[src/rtl/buswrite_dram_queue_pkg.sv]
// buswrite_dram_queue_pkg: shared SDRAM address field widths, handshake states, sector size
package buswrite_dram_queue_pkg;
   localparam int CYL_W         = 8;
   localparam int HEAD_W        = 1;
   localparam int SECT_W        = 2;
   localparam int OFFS_W        = 9;
   localparam int ADDR_W        = 20;
   localparam int DATA_W        = 16;
   localparam int BASE_W        = CYL_W + HEAD_W + SECT_W;
   localparam int ENTRY_W       = ADDR_W + DATA_W;
   localparam int WORDS_MAX_DEF = 321;
   typedef enum logic [1:0] {IDLE = 2'd0, REQ = 2'd1, HOLD = 2'd2} hs_state_t;
endpackage

[src/rtl/sync_fifo_addr_data.sv]
// sync_fifo_addr_data: DEPTH x W register FIFO with flush; ports: i_clock, i_reset, i_flush,
// i_wr_en/i_wr_data (push), i_rd_en (pop), o_head/o_next (first two entries), o_count, o_full, o_empty
module sync_fifo_addr_data #(
   parameter int DEPTH = 4,
   parameter int W     = 36
) (
   input  logic                     i_clock,
   input  logic                     i_reset,
   input  logic                     i_flush,
   input  logic                     i_wr_en,
   input  logic                     i_rd_en,
   input  logic [W-1:0]             i_wr_data,
   output logic [W-1:0]             o_head,
   output logic [W-1:0]             o_next,
   output logic [$clog2(DEPTH):0]   o_count,
   output logic                     o_full,
   output logic                     o_empty
);
   localparam int PW = $clog2(DEPTH);
   logic [W-1:0]  r_mem [DEPTH];
   logic [PW-1:0] r_wptr, r_rptr;
   logic [PW-1:0] w_rptr_nx;
   logic          w_wr, w_rd;
   assign w_wr      = i_wr_en & ~i_flush;
   assign w_rd      = i_rd_en & ~i_flush;
   assign w_rptr_nx = r_rptr + 1'b1;
   assign o_head    = r_mem[r_rptr];
   assign o_next    = r_mem[w_rptr_nx];
   assign o_full    = o_count == (PW+1)'(DEPTH);
   assign o_empty   = o_count == '0;
   always_ff @(posedge i_clock) begin
      if (i_reset || i_flush) begin
         r_wptr  <= '0;
         r_rptr  <= '0;
         o_count <= '0;
      end else begin
         if (w_wr) r_wptr <= r_wptr + 1'b1;
         if (w_rd) r_rptr <= w_rptr_nx;
         o_count <= o_count + (PW+1)'(w_wr) - (PW+1)'(w_rd);
      end
   end
   always_ff @(posedge i_clock)
      if (w_wr && !i_reset) r_mem[r_wptr] <= i_wr_data;
endmodule

[src/rtl/buswrite_dram_queue.sv]
// buswrite_dram_queue: tags bus write words with SDRAM addresses, queues them, offers them via req/ack.
// Ports: clock, reset, flush; load_address_in + cylinder/head/sector (sector base); write_enbl_in +
// writedata_in (word strobe); dram_ack in, dram_req/dram_addr/dram_data out; writeack_out,
// overflow_error, queue_count. Macro SECTOR_BOUNDS_CHECK_EN drops words at offset >= WORDS_MAX.
module buswrite_dram_queue
   import buswrite_dram_queue_pkg::*;
#(
   parameter int DEPTH     = 4,
   parameter int WORDS_MAX = WORDS_MAX_DEF
) (
   input  logic                   clock,
   input  logic                   reset,
   input  logic                   flush,
   input  logic                   load_address_in,
   input  logic [CYL_W-1:0]       cylinder,
   input  logic [HEAD_W-1:0]      head,
   input  logic [SECT_W-1:0]      sector,
   input  logic                   write_enbl_in,
   input  logic [DATA_W-1:0]      writedata_in,
   input  logic                   dram_ack,
   output logic                   dram_req,
   output logic [ADDR_W-1:0]      dram_addr,
   output logic [DATA_W-1:0]      dram_data,
   output logic                   writeack_out,
   output logic                   overflow_error,
   output logic [$clog2(DEPTH):0] queue_count
);
   localparam int CW = $clog2(DEPTH) + 1;
   hs_state_t          r_state;
   logic [BASE_W-1:0]  r_base;
   logic [OFFS_W-1:0]  r_offset;
   logic [ENTRY_W-1:0] r_head;
   logic [BASE_W-1:0]  w_base;
   logic [OFFS_W-1:0]  w_off, w_off_next;
   logic [ENTRY_W-1:0] w_entry, w_fifo_head, w_fifo_next;
   logic [CW-1:0]      w_count;
   logic               w_oob, w_wr_req, w_pop, w_push, w_drop, w_full, w_empty, w_pending;
   // A same-cycle address load applies to the word arriving with it
   assign w_base = load_address_in ? {cylinder, head, sector} : r_base;
   assign w_off  = load_address_in ? '0 : r_offset;
`ifdef SECTOR_BOUNDS_CHECK_EN
   localparam logic [OFFS_W-1:0] LIMIT = OFFS_W'(WORDS_MAX);
   assign w_oob      = w_off >= LIMIT;
   assign w_off_next = w_oob ? LIMIT : w_off + 1'b1;
`else
   assign w_oob      = 1'b0;
   assign w_off_next = w_off + 1'b1;
`endif
   assign w_wr_req  = write_enbl_in & ~flush;
   assign w_pop     = (r_state == REQ) & dram_ack & ~flush;
   // A pop in the same cycle frees the slot a full queue needs
   assign w_push    = w_wr_req & ~w_oob & (~w_full | w_pop);
   assign w_drop    = w_wr_req & ~w_push;
   assign w_entry   = {w_base, w_off, writedata_in};
   assign w_pending = ~w_empty | w_push;
   assign dram_addr   = r_head[ENTRY_W-1:DATA_W];
   assign dram_data   = r_head[DATA_W-1:0];
   assign queue_count = w_count;
   sync_fifo_addr_data #(.DEPTH(DEPTH), .W(ENTRY_W)) u_fifo (
      .i_clock   (clock),
      .i_reset   (reset),
      .i_flush   (flush),
      .i_wr_en   (w_push),
      .i_rd_en   (w_pop),
      .i_wr_data (w_entry),
      .o_head    (w_fifo_head),
      .o_next    (w_fifo_next),
      .o_count   (w_count),
      .o_full    (w_full),
      .o_empty   (w_empty)
   );
   always_ff @(posedge clock) begin
      if (reset) begin
         r_base         <= '0;
         r_offset       <= '0;
         overflow_error <= 1'b0;
      end else begin
         r_base         <= w_base;
         r_offset       <= w_wr_req ? w_off_next : w_off;
         overflow_error <= w_drop | (overflow_error & ~load_address_in);
      end
   end
   // r_head mirrors the FIFO head whenever the queue is non-empty, so the offered
   // address/data are registered and only move after a pop, a flush or a push into an empty queue
   always_ff @(posedge clock) begin
      if (reset || flush)
         r_head <= '0;
      else if (w_pop && w_count > CW'(1))
         r_head <= w_fifo_next;
      else if (w_push && w_count == (w_pop ? CW'(1) : CW'(0)))
         r_head <= w_entry;
      else if (!w_empty && !w_pop)
         r_head <= w_fifo_head;
   end
   always_ff @(posedge clock) begin
      if (reset || flush) begin
         r_state      <= IDLE;
         dram_req     <= 1'b0;
         writeack_out <= 1'b0;
      end else begin
         case (r_state)
            IDLE: begin
               writeack_out <= 1'b0;
               dram_req     <= w_pending;
               r_state      <= w_pending ? REQ : IDLE;
            end
            REQ: begin
               writeack_out <= dram_ack;
               dram_req     <= ~dram_ack;
               r_state      <= dram_ack ? HOLD : REQ;
            end
            HOLD: begin
               writeack_out <= 1'b0;
               dram_req     <= w_pending;
               r_state      <= w_pending ? REQ : IDLE;
            end
            default: begin
               writeack_out <= 1'b0;
               dram_req     <= 1'b0;
               r_state      <= IDLE;
            end
         endcase
      end
   end
endmodule

[config.mk]
export PLATFORM = sky130hd
export DESIGN_NAME = buswrite_dram_queue
export DESIGN_NICKNAME = d
export VERILOG_FILES = /design/src/rtl/buswrite_dram_queue_pkg.sv /design/src/rtl/sync_fifo_addr_data.sv /design/src/rtl/buswrite_dram_queue.sv
export SDC_FILE = /design/constraint.sdc
export NUM_CORES = 1
export LEC_CHECK = 0
export BUFFER_PORTS_ARGS = -buffer_cell sky130_fd_sc_hd__buf_2
export CAP_MARGIN = 20
export CORE_MARGIN = 3
export CORE_UTILIZATION = 50
export DETAILED_ROUTE_END_ITERATION = 10
export MAX_ROUTING_LAYER = met4
export PLACE_DENSITY = 0.68
export SLEW_MARGIN = 25
export SYNTH_ARGS = -nofsm -noshare
export SYNTH_HDL_FRONTEND = slang
export SYNTH_SLANG_ARGS = --single-unit
[constraint.sdc]
create_clock -name clock -period 3 [get_ports clock]
set_input_delay 0.15 -clock clock [delete_from_list [all_inputs] [get_ports clock]]
set_output_delay 0.15 -clock clock [all_outputs]
set_load 0.02 [all_outputs]
# Word-level counts from Yosys, hierarchy flattened
# Memory sizes are Yosys's and may differ from the RTL's. A register that Yosys moved wholly into a read port is not among the register bits.
# Index checks and enable logic that the tools add are counted.
# Widths: inputs -> output; s select.
[op_classes]
add_sub_neg = 5
magnitude_cmp = 1
n_eq_ne = 4
mux = 15
n_bitwise = 18
reduce_logical = 13
[op_table]
columns = ["op", "n"]
rows = [
  ["$mux 36", 3],
  ["$mux 9", 2],
  ["$mux 11", 1],
  ["$add 9x1->9 const B", 1],
  ["$and 1x1->1", 8],
  ["$not 1->1", 7],
  ["$mux 2", 3],
  ["$add 2x1->2 const B", 2],
  ["$logic_and 1x1->1", 4],
  ["$mux 1", 4],
  ["$pmux 2 s2", 1],
  ["$reduce_or 2->1", 2],
  ["$add 3x1->3", 1],
  ["$eq 3x1->1", 1],
  ["$eq 3x3->1 const B", 1],
  ["$gt 3x1->1 const B", 1],
  ["$logic_not 1->1", 3],
  ["$logic_not 3->1", 1],
  ["$or 1x1->1", 3],
  ["$reduce_bool 3->1", 1],
  ["$sub 3x1->3", 1],
  ["$eq 2x1->1 const B", 1],
  ["$eq 2x2->1 const B", 1],
  ["$logic_not 2->1", 1],
  ["2 further kinds", 2],
]
[word_totals]
ff_bits = 68
ramBits = 144
in_bits = 33
output_inout_bits = 42
word_cells = 67
n_memories = 1
[mem_list]
columns = ["name", "words", "width", "read_ports", "rd_ports_with_merged_regs", "wr", "line", "rtl"]
rows = [
  ["u_fifo.r_mem", 4, 36, 2, 1, 1, "sync_fifo_addr_data.sv:20", "logic [W-1:0] r_mem [DEPTH];"],
]

# Depth between registers and ports, before layout
[logic_depth]
ltp_word = 9
mapped_depth = 10
depth_no_buf = 8

# Modules after synthesis
# From an unflattened synthesis, not the netlist that was laid out.
[hier_totals]
hier_cells = 623
area_unflattened_um2 = 9587.9
[modules_own_cells]
columns = ["mod", "n_inst", "cells_each", "area_each_um2", "seq_area_each_um2"]
rows = [
  ["sync_fifo_addr_data", 1, 280, 6612.6, 4504.3],
  ["buswrite_dram_queue", 1, 343, 2975.4, 1201.2],
]

# Worst setup path before layout
# No wires, ideal clock.
[synth_path]
path_type = "reg2reg"
start = "register r_state[0]"
end = "memory u_fifo.r_mem[1][0] (enable)"
setup_time_ps = 397
arrival_time_ps = 2265
required_time_ps = 2603
path_slack_ps = 339
stages_incl_launch_ff = 6
n_path_buf = 1
period_less_slack_ps = 2661
path_cell_list = "dfxtp_1 -> nand4bb_4 -> buf_6 -> a31oi_1 -> and2b_1 -> and2_1"
[synth_via]
elab_chain_len = 9
[synth_lines]
columns = ["item", "line", "rtl"]
rows = [
  ["from (decl)", "buswrite_dram_queue.sv:29", "hs_state_t r_state;"],
  ["from (signal assigned)", "buswrite_dram_queue.sv:105", "r_state <= w_pending ? REQ : IDLE;"],
  ["from (signal assigned)", "buswrite_dram_queue.sv:110", "r_state <= dram_ack ? HOLD : REQ;"],
  ["from (signal assigned)", "buswrite_dram_queue.sv:115", "r_state <= w_pending ? REQ : IDLE;"],
  ["$eq 2x1->1", "buswrite_dram_queue.sv:50", "assign w_pop = (r_state == REQ) & dram_ack & ~flush;"],
  ["$and 1x1->1 (2 in series)", "buswrite_dram_queue.sv:50", ""],
  ["$or 1x1->1", "buswrite_dram_queue.sv:52", "assign w_push = w_wr_req & ~w_oob & (~w_full | w_pop);"],
  ["$and 1x1->1", "buswrite_dram_queue.sv:52", ""],
  ["$and 1x1->1", "sync_fifo_addr_data.sv:24", "assign w_wr = i_wr_en & ~i_flush;"],
  ["$logic_and 1x1->1", "sync_fifo_addr_data.sv:43", "if (w_wr && !i_reset) r_mem[r_wptr] <= i_wr_data;"],
  ["$mux 1", "sync_fifo_addr_data.sv:43", ""],
  ["$mux 1 (implied by the code)", "sync_fifo_addr_data.sv:43", ""],
  ["to (decl)", "sync_fifo_addr_data.sv:20", ""],
]
# No other way between the ends.

# Worst setup path in the final report
[layout_path]
start = "register r_state[1]"
end = "register r_head[18]"
[layout_via]
elab_chain_len = 8
elab_cells_between_ends = 14
classes_between = "eq/ne: 2; mux: 3; bitwise: 4; reduce/logical: 5"
[layout_lines]
columns = ["item", "line", "rtl"]
rows = [
  ["$eq 2x1->1 *", "buswrite_dram_queue.sv:50", ""],
  ["$and 1x1->1 * (2 in series)", "buswrite_dram_queue.sv:50", ""],
  ["$mux 1 / $or 1x1->1 (equally long branches)", "buswrite_dram_queue.sv:90, buswrite_dram_queue.sv:52", ""],
  ["$eq 3x1->1 / $and 1x1->1 (equally long branches)", "buswrite_dram_queue.sv:90, buswrite_dram_queue.sv:52", ""],
  ["$logic_and 1x1->1", "buswrite_dram_queue.sv:90", "else if (w_push && w_count == (w_pop ? CW'(1) : CW'(0)))"],
  ["$mux 36", "buswrite_dram_queue.sv:90", ""],
  ["$mux 36", "buswrite_dram_queue.sv:88", "else if (w_pop && w_count > CW'(1))"],
  ["to (signal assigned)", "buswrite_dram_queue.sv:89", "r_head <= w_fifo_next;"],
  ["to (signal assigned)", "buswrite_dram_queue.sv:91", "r_head <= w_entry;"],
  ["to (signal assigned)", "buswrite_dram_queue.sv:93", "r_head <= w_fifo_head;"],
  ["to (decl)", "buswrite_dram_queue.sv:32", "logic [ENTRY_W-1:0] r_head;"],
]
# Every way passes the cells marked *; elsewhere a longest branch is shown, timed or not.
# A chain may end at the register's enable or synchronous reset.

==> flow_summary.ini <==
[sta]
setup_viol = 0
slew_headroom_pct = 51.9
max_freq_mhz = 405
worst_pin_slew_ns = 0.722
min_period_ns = 2.47
hold_viol_final = 0
setup_tns_ns = 0
maxSlewViolCount = 0
finalCritPeriodShare_pct = 82.3
fin_skew_ns = 0.0175
hold_slack_ns = 0.102
rsz0062_at_grt = false
fin_ws_ns = 0.531

[min_path]
hold_depth = 3
hp-class = in2reg
hp-start = cylinder[6]
hold_path_end = u_fifo.r_mem[3][34]

[clock_tree]
cts_buffers = 24
root_buffer = clkbuf_16
cts.clk_slew.worst_paths_ns = 0.06
cts_buffer_depth = 3
cts_resized = 0
cts_max_level = 1
cts.sink_count = 213
clk_latency_ns = 0.51
cts_tree = done

[critical_path]
r2r_end = r_head[18]
path_class = reg2reg
arrival_ns = 2.90
required_ns = 3.43
r2r-start = r_state[1]
cp-start-kind = flip-flop
reg2regPathDepth = 8
worst-path-max-fanout = 13
cp-end-kind = flip-flop
ff2ff_setup_slack_ns = 0.53
cp-startpoint = r_state[1]

[routing]
drc_errors = 0
avgRoutedWirePerCell_um = 22.6
dr.pass1.iters = 5
drt.antenna.violating_nets = 0
drt_iter0_drc = 500
vias = 6128
viasPerCell = 6.16
totalWireLength_um = 22500

[cells_and_area]
multiInputGateArea_mm2 = 0.00340
drive_gt1_share_pct = 28.6
n_fill_cell = 1410
seqCellArea_mm2 = 0.00571
syn_to_final_growth_pct = 18.6
n_antenna_cell = 0
stdcell_area_mm2 = 0.0112
fin_nets = 790

[place]
post_dp_cell_area_mm2 = 0.0101
gp_congestion = 0.845
hpwl_um = 13300
place_ws_ns = 0.566
io_buffers = 74

[global_routing]
antenna_found_initial = 0
grt_usage_pct = 22.9
first_global_vias = 6402
grt_pass1_wl_um = 35300
grt_max_degree = 37
grt_overflow = 0

[power_and_ir_drop]
leakage_nw = 4.02
power_density_mw_per_mm2 = 574
ir_drop_v = 0.000437
power.total_mw = 6.44

[synthesis]
ys_seq_area_share_pct = 60.3
synth_seq_cells = 213
syn-num-nets = 682
syn_area_per_cell_um2 = 14.8
synth_area_mm2 = 0.00947
ys_types = 45
synthCells = 640
ys.warnings.count = 0

[floorplanning]
initial_core_util_pct = 51.8
core-area_mm2 = 0.0183
die_w_um = 144
die_area_mm2 = 0.0206
row_count = 49
pin_count = 75
die_h_um = 144

[job]
maxCapViolCount = 0

[status]
status = finished clean
worst max path at each step:
stage,end,slack (ns)
after detailed placement,r_head[18],0.57
after global routing,r_head[31],0.33
after floorplan,u_fifo.r_mem[1][0],0.34
after global placement,r_head[25],0.69
after CTS,r_head[31],0.53
final,r_head[18],0.53
power breakdown:
part | internal, mW | leakage [nW] | switching [mW]
sequential | 3.18 | 1.91 | 0.0280
clock | 1.68 | 0.397 | 1.14
combinational | 0.163 | 1.70 | 0.248
per-layer routing:
| metal | share of wire (%) | track usage, % |
|---|---|---|
| met5 | 0 | - |
| met4 | 2.4 | 7.33 |
| met3 | 7.3 | 3.33 |
| met2 | 51 | 37.4 |
| met1 | 40 | 30.1 |
flip-flops by register name, indices dropped and copies added, names as in the netlist, named ones only:
| signal | cells |
|---|---|
| u_fifo.r_mem | 144 |
| r_head | 36 |
| writeack_out | 1 |
| overflow_error | 1 |
| u_fifo.o_count | 3 |
| r_offset | 9 |
| r_base | 11 |
| u_fifo.r_wptr | 2 |
| u_fifo.r_rptr | 2 |
| r_state | 2 |
area by class of cell:
type	instances	area share, %
Tap cell	229	2.55
Clock buffer	35	6.48
Sequential cell	213	50.9
Inverter	31	1.04
Clock inverter	9	0.468
Multi-Input combinational cell	353	30.3
Timing Repair Buffer	125	8.27
cell usage in the layout, fill, tap and decap left out, drive strengths merged, types with 7 or more instances in the layout:
cell / instances
inv: 33
dfxtp: 69
dlygate4sd3: 30
a21oi: 32
mux4: 72
o22ai: 10
ha: 8
a211o: 7
clkinv: 7
clkbuf: 35
edfxtp: 144
mux2i: 13
a222oi: 13
nand2: 58
and2: 11
a22oi: 14
nor2b: 11
nor2: 44
buf: 95
a31oi: 15
cell families (layout without fill, tap and decap cells):
kind of cell	after synthesis	in the layout	synth area share, %
flops	213	213	60.3
simple gates	147	147	7.79
compound gates	100	100	7.10
mux	85	85	18.6
buf+inv	74	200	3.87
xor+xnor	12	12	1.11
fa+ha+maj	9	9	1.27
Yosys cell counts, drive strengths merged:
cell       n  share of area (%)
edfxtp   144                 46
mux4      72                 17
dfxtp     69                 15
nand2     58                2.3
nor2      44                2.0
a21oi     32                1.7
buf       31                2.2
inv       31                1.2
a31oi     15               0.99
a22oi     14                1.1
a222oi    13                1.4
mux2i     13                1.4
clkbuf    12               0.48
and2      11               0.73
nor2b     11               0.73
o22ai     10               0.66
ha         8                1.1
a211o      7               0.65
nand3b     6               0.61
xnor2      6               0.56
xor2       6               0.56
o21ai      5               0.26
nand2b     3               0.20
nor3       3               0.21
or2        3               0.20
nand3      2               0.11
o221ai     2               0.19
or3        2               0.19
a211oi     1              0.079
and2b      1              0.079
fa         1               0.21
nand4      1              0.066
nand4bb    1               0.29
nor4       1              0.066
o2bb2ai    1              0.093
through the flow:
step | util, % | instances
2_1_floorplan | - | 640
3_3_place_gp | 55.5 | 921
3_5_place_dp | 55.5 | 921
4_1_cts | 61.4 | 995
5_1_grt | 61.4 | 995
6_report | 61.4 | 995
worst max-delay path, stage by stage (launching register included):
cell	delay [ns]
dfxtp_1	0.34
nand4bb_4	0.16
inv_1	0.07
ha_1	0.34
nand3b_4	0.10
nor3_2	0.36
and2_1	0.67
a222oi_1	0.18
a21oi_1	0.18
timing repair:
action,CTS,global route
endpoints found under the hold margin,77,0
buffers inserted,0,0
setup endpoints to repair,0,0
hold buffers,30,0
Note: power is estimated with default switching activity, not from simulation.
